File: src/rtl/frame_pkg.sv
// Shared types and constants for the frame loader.
package frame_pkg;

  typedef enum logic [1:0] {
    StIdle,
    StLoad,
    StPending
  } state_e;

  localparam int unsigned CELL_R_BIT = 2;
  localparam int unsigned CELL_G_BIT = 1;
  localparam int unsigned CELL_B_BIT = 0;

  localparam logic [7:0] CELL_RSVD_MASK    = 8'hF8;
  localparam logic [7:0] DEFAULT_SYNC_BYTE = 8'hA5;

endpackage

File: src/rtl/frame_bank.sv
// One RGB cell plane set with a single write port and full-array read.
module frame_bank
  import frame_pkg::*;
#(
  parameter int unsigned FRAME_WIDTH  = 10,
  parameter int unsigned FRAME_HEIGHT = 20,
  parameter int unsigned XW           = 4,
  parameter int unsigned YW           = 5
) (
  input  logic                                    clk,
  input  logic                                    rst_n,
  input  logic                                    we,
  input  logic [XW-1:0]                           x,
  input  logic [YW-1:0]                           y,
  input  logic [2:0]                              rgb,
  output logic [FRAME_HEIGHT-1:0][FRAME_WIDTH-1:0] r,
  output logic [FRAME_HEIGHT-1:0][FRAME_WIDTH-1:0] g,
  output logic [FRAME_HEIGHT-1:0][FRAME_WIDTH-1:0] b
);

  always_ff @(posedge clk or negedge rst_n) begin
    if (!rst_n) begin
      r <= '0;
      g <= '0;
      b <= '0;
    end else if (we) begin
      r[y][x] <= rgb[CELL_R_BIT];
      g[y][x] <= rgb[CELL_G_BIT];
      b[y][x] <= rgb[CELL_B_BIT];
    end
  end

endmodule

File: src/rtl/frame_loader.sv
// Assembles SYNC-framed cell bytes into a back bank and swaps banks on vblank.
module frame_loader
  import frame_pkg::*;
#(
  parameter int unsigned FRAME_WIDTH    = 10,
  parameter int unsigned FRAME_HEIGHT   = 20,
  parameter logic [7:0]  SYNC_BYTE      = DEFAULT_SYNC_BYTE,
  parameter int unsigned TIMEOUT_CYCLES = 1000000,
  parameter int unsigned COUNT_WIDTH    = 16,
  parameter int unsigned ERR_WIDTH      = 8
) (
  input  logic                   clk,
  input  logic                   reset,
  input  logic [7:0]             in_data,
  input  logic                   in_valid,
  output logic                   in_ready,
  input  logic                   swap_strobe,
  output logic                   frame_R [FRAME_HEIGHT-1:0][FRAME_WIDTH-1:0],
  output logic                   frame_G [FRAME_HEIGHT-1:0][FRAME_WIDTH-1:0],
  output logic                   frame_B [FRAME_HEIGHT-1:0][FRAME_WIDTH-1:0],
  output logic                   frame_valid,
  output logic                   loading,
  output logic [COUNT_WIDTH-1:0] frames_loaded,
  output logic [ERR_WIDTH-1:0]   err_count
);

  localparam int unsigned XW = (FRAME_WIDTH > 1) ? $clog2(FRAME_WIDTH) : 1;
  localparam int unsigned YW = (FRAME_HEIGHT > 1) ? $clog2(FRAME_HEIGHT) : 1;
  localparam int unsigned TW = $clog2(TIMEOUT_CYCLES + 1);

  localparam logic [XW-1:0] XLast   = XW'(FRAME_WIDTH - 1);
  localparam logic [YW-1:0] YLast   = YW'(FRAME_HEIGHT - 1);
  localparam logic [TW-1:0] TmoLast = TW'(TIMEOUT_CYCLES - 1);

  state_e               state_q, state_d;
  logic [XW-1:0]        x_q, x_d;
  logic [YW-1:0]        y_q, y_d;
  logic [TW-1:0]        tmo_q, tmo_d;
  logic [ERR_WIDTH-1:0] err_q, err_d;
  logic [COUNT_WIDTH-1:0] frames_q, frames_d;
  logic                 front_sel_q, front_sel_d;
  logic                 valid_q, valid_d;

  logic accept, we, err_inc;

  logic [FRAME_HEIGHT-1:0][FRAME_WIDTH-1:0] b0_r, b0_g, b0_b;
  logic [FRAME_HEIGHT-1:0][FRAME_WIDTH-1:0] b1_r, b1_g, b1_b;

  assign in_ready      = (state_q != StPending);
  assign accept        = in_valid && in_ready;
  assign loading       = (state_q == StLoad);
  assign frame_valid   = valid_q;
  assign frames_loaded = frames_q;
  assign err_count     = err_q;

  always_comb begin
    state_d     = state_q;
    x_d         = x_q;
    y_d         = y_q;
    tmo_d       = tmo_q;
    err_d       = err_q;
    frames_d    = frames_q;
    front_sel_d = front_sel_q;
    valid_d     = valid_q;
    we          = 1'b0;
    err_inc     = 1'b0;

    unique case (state_q)
      StIdle: begin
        if (accept && (in_data == SYNC_BYTE)) begin
          state_d = StLoad;
          x_d     = '0;
          y_d     = '0;
          tmo_d   = '0;
        end
      end
      StLoad: begin
        if (accept) begin
          tmo_d = '0;
          if ((in_data & CELL_RSVD_MASK) == 8'h00) begin
            we = 1'b1;
            if (y_q == YLast) begin
              y_d = '0;
              if (x_q == XLast) begin
                state_d = StPending;
              end else begin
                x_d = x_q + 1'b1;
              end
            end else begin
              y_d = y_q + 1'b1;
            end
          end else begin
            // A sync byte mid-frame restarts the frame; anything else aborts.
            err_inc = 1'b1;
            x_d     = '0;
            y_d     = '0;
            if (in_data != SYNC_BYTE) begin
              state_d = StIdle;
            end
          end
        end else if (tmo_q == TmoLast) begin
          err_inc = 1'b1;
          tmo_d   = '0;
          state_d = StIdle;
        end else begin
          tmo_d = tmo_q + 1'b1;
        end
      end
      StPending: begin
        if (swap_strobe) begin
          front_sel_d = ~front_sel_q;
          valid_d     = 1'b1;
          frames_d    = frames_q + 1'b1;
          state_d     = StIdle;
        end
      end
      default: state_d = StIdle;
    endcase

    if (err_inc && (err_q != {ERR_WIDTH{1'b1}})) begin
      err_d = err_q + 1'b1;
    end
  end

  always_ff @(posedge clk or negedge reset) begin
    if (!reset) begin
      state_q     <= StIdle;
      x_q         <= '0;
      y_q         <= '0;
      tmo_q       <= '0;
      err_q       <= '0;
      frames_q    <= '0;
      front_sel_q <= 1'b0;
      valid_q     <= 1'b0;
    end else begin
      state_q     <= state_d;
      x_q         <= x_d;
      y_q         <= y_d;
      tmo_q       <= tmo_d;
      err_q       <= err_d;
      frames_q    <= frames_d;
      front_sel_q <= front_sel_d;
      valid_q     <= valid_d;
    end
  end

  // Writes always target the bank that is not on display.
  frame_bank #(
    .FRAME_WIDTH (FRAME_WIDTH),
    .FRAME_HEIGHT(FRAME_HEIGHT),
    .XW          (XW),
    .YW          (YW)
  ) u_bank0 (
    .clk  (clk),
    .rst_n(reset),
    .we   (we && front_sel_q),
    .x    (x_q),
    .y    (y_q),
    .rgb  (in_data[2:0]),
    .r    (b0_r),
    .g    (b0_g),
    .b    (b0_b)
  );

  frame_bank #(
    .FRAME_WIDTH (FRAME_WIDTH),
    .FRAME_HEIGHT(FRAME_HEIGHT),
    .XW          (XW),
    .YW          (YW)
  ) u_bank1 (
    .clk  (clk),
    .rst_n(reset),
    .we   (we && !front_sel_q),
    .x    (x_q),
    .y    (y_q),
    .rgb  (in_data[2:0]),
    .r    (b1_r),
    .g    (b1_g),
    .b    (b1_b)
  );

  always_comb begin
    for (int unsigned yy = 0; yy < FRAME_HEIGHT; yy++) begin
      for (int unsigned xx = 0; xx < FRAME_WIDTH; xx++) begin
        frame_R[yy][xx] = front_sel_q ? b1_r[yy][xx] : b0_r[yy][xx];
        frame_G[yy][xx] = front_sel_q ? b1_g[yy][xx] : b0_g[yy][xx];
        frame_B[yy][xx] = front_sel_q ? b1_b[yy][xx] : b0_b[yy][xx];
      end
    end
  end

endmodule

File: config.mk
export PLATFORM = sky130hd
export DESIGN_NAME = frame_loader
export DESIGN_NICKNAME = d
export VERILOG_FILES = /design/src/rtl/frame_pkg.sv /design/src/rtl/frame_bank.sv /design/src/rtl/frame_loader.sv
export SDC_FILE = /design/constraint.sdc
export NUM_CORES = 2
export LEC_CHECK = 0
export BUFFER_PORTS_ARGS = -buffer_cell sky130_fd_sc_hd__buf_2
export CAP_MARGIN = 40
export CORE_MARGIN = 2
export CORE_UTILIZATION = 40
export DETAILED_ROUTE_END_ITERATION = 6
export GPL_TIMING_DRIVEN = 0
export PLACE_DENSITY_LB_ADDON = 0.08
export SLEW_MARGIN = 20
export SYNTH_ARGS = -nofsm -noshare
export SYNTH_HDL_FRONTEND = slang
export SYNTH_SLANG_ARGS = --single-unit
File: constraint.sdc
create_clock -name clk -period 5.1 [get_ports clk]
set_clock_uncertainty 0.15 [all_clocks]
set_input_delay 0.765 -clock clk [delete_from_list [all_inputs] [get_ports clk]]
set_output_delay 0.765 -clock clk [all_outputs]
set_load 0.02 [all_outputs]
==> results.tsv <==
metric	value	unit
Syn Nets	4118	
most used cell along the critical path	clkbuf_1	
Worst R2R Start	y_q[0]	
crit-path max FO	10	
Max Root-Sink Buffers	3	
library cells used by synthesis	63	
Pleak	36.16	nW
RSZ-0062 raised after global routing	false	
fin crit share	0.9487	
die width	382.6	microns
CP delay by family, top	buffers and inverters	
Ys Warns	0	
Cells after Synth	4095	
CTS clk-pin slew, worst paths	0.06	ns
nets@finish	4969	
fraction of layout cells with a size suffix above 1	0.5730	
Post-synth EDFFs	0	
FF-to-FF setup slack	1.62	ns
status	finished clean	
initial antenna violation count	12	
Fin Setup TNS	0	ns
post-route minimum period	4.838	ns
worst hold path stage count	2	
Final setup viols	0	
CP peak stage delay	0.69	ns
Rel. slew slack	0.4213	
Pwr Total	22.54	mW
drt initial violations	2269	
Max Slew Vio Count	0	
Yosys reg bits	1257	
worst hold endpoint	state_q[1]	
fraction of registers with async set/reset	1.000	
H-tree Lvls	4	
via count	37830	
leading area contributor after synthesis	dfrtp_1	
Final WS setup	0.2616	ns
later-pin clock latency in the skew report	0.78	ns
post-CTS sizing	0	
Core ar.	141900	sq um
Synth-to-Final Area Change	20.47	%
slowest CP cell	clkbuf_1	
worst reg2reg endpoint	u_bank1.b[185]	
cells on worst reg2reg path	7	
Die Y	382.6	microns
share of the synthesized area in the top cell type	0.5485	
largest net degree at the start of global routing	129	
final WL	212400	microns
Core Rows	138	
Port-buffer cells	638	
Max-cap violations	0	
Pwr per Cell Area	326.3	nW/um^2
DR pass1 iterations	7	
crit-path cells	clkbuf_2, clkbuf_1, clkbuf_1, mux2_2, buf_2	
crit path kind	register to primary output	
final hold violations	0	
most frequent cells in the layout	mux2_2, dfrtp_1, buf_2, clkbuf_1, nor3_1	
Worst-Margin Slew	0.8680	ns
peak supply drop	0.0002658	V
vias per std cell	5.431	
post-synthesis sequential area ratio	0.5485	
starting density of the core	0.4040	
DP Worst Slack	1.044	ns
CP Capture Type	primary output	
io pins	639	
routed len/inst	30.50	microns
vias in the first global route	39000	
Clock Tree Root	clkbuf_16	
TritonCTS clock tree	built	
Critical Path AT	3.92	ns
clk sinks	1257	
Post-Syn Area per Cell	14.00	sq um
Overflow after GRT	0	
Post-CTS Setup Inserts	0	
die area	146400	sq um
most common library cell in the layout ignoring fill and taps	mux2_2	
Data required, critical path	4.18	ns
Tot GR Track Use	0.2867	
post-route ant nets	0	
DPL Wire Length	154200	microns
cells taking the most area after synthesis	dfrtp_1, mux2_2, nor3_1	
DRC	0	
Min-Delay Path Class	primary input to register	
global-route wire length before repair	298700	microns
Buf/Inv on CP	4	
TritonCTS Buffers	146	
top_reg_cell synth	dfrtp_1	
hold_sp	swap_strobe	
placer congestion estimate	0.8732	
Netlist Area Pre-Place	57340	sq um
Critical Path Source Type	register	
Fmax	206.7	MHz
cell families after synthesis:
| group | share of synthesized area |
|---|---|
| mux | 0.3549 |
| flops | 0.5485 |
| simple gates | 0.05889 |
| buf+inv | 0.02396 |
| compound gates | 0.008422 |
| xor+xnor | 0.002902 |
| fa+ha+maj | 0.002400 |
worst max path at each step:
stage                      startpoint             to  slack, ns  cells after the start
after global routing      front_sel_q   frame_G[149]       0.14                      5
final                     front_sel_q   frame_G[149]       0.26                      5
after global placement          reset  u_bank0.b[86]     -26.50                      1
after floorplan           front_sel_q    frame_B[19]       2.47                      4
after detailed placement  front_sel_q   frame_R[149]       1.04                      5
after CTS                 front_sel_q   frame_R[149]       0.19                      5
final cells by class:
type	count	area, sq um
Multi-Input combinational cell	2520	24530
Clock buffer	229	4472
Timing Repair Buffer	703	4192
Fill cell	12950	72850
Inverter	5	18.77
Antenna cell	5	12.51
Sequential cell	1257	31460
Tap cell	1890	2365
Buffer	313	1410
Clock inverter	43	630.6
routing by layer:
| metal | track usage | share of wire |
|---|---|---|
| met5 | 0 | 0 |
| met4 | 0.1008 | 0.036 |
| met3 | 0.06379 | 0.058 |
| met2 | 0.4540 | 0.47 |
| met1 | 0.3867 | 0.44 |
stage by stage:
step / cell area, sq um / instances / hold slack [ns] / utilization
final: 69080 / 6965 / 0.05569 / 0.4867
after global routing: 69070 / 6960 / 0.04821 / 0.4866
after CTS: 69010 / 6954 / 0.007676 / 0.4862
after detailed placement: 63900 / 6681 / 0.3016 / 0.4502
after global placement: 62900 / 6623 / 0.2951 / 0.4432
after floorplan: 57350 / 4095 / 0.3005 / -
synth_stat cells, drive strengths merged, types with 14 or more instances:
library cell	number
nand2	95
clkbuf	234
nand2b	14
mux2	1804
nand3	131
o21ai	22
nor2	72
a21oi	18
a31oi	16
dfrtp	1257
and3	21
nor3	226
buf	79
xnor2	16
timing repair:
item	4_1_cts	5_1_grt
setup endpoints to repair	0	0
hold endpoints to repair	59	0
hold buffers	1	0
worst reg2reg max path: cells and delay by family, from the launching register on:
kind                       cells  cell delay, ns
and+or+nand+nor                3            1.52
buffers and inverters          2            0.55
DFF                            1            0.45
muxes                          1            0.40
adders and majority gates      1            0.29
registers in the layout, summed over array words and instances (netlist names):
register / flops
u_bank0.b: 200
u_bank0.g: 200
u_bank0.r: 200
u_bank1.b: 200
u_bank1.g: 200
u_bank1.r: 200
tmo_q: 20
frames_loaded: 16
err_count: 8
y_q: 5
x_q: 4
state_q: 2
frame_valid: 1
front_sel_q: 1
report_power, final:
part | switching [mW] | internal, mW | total (mW)
registers | 0.0292 | 10.0 | 10.0
logic | 1.02 | 0.388 | 1.41
clock network | 4.40 | 6.70 | 11.1
total | 5.45 | 17.1 | 22.5
No activity file was read; power rests on OpenSTA's default activity.
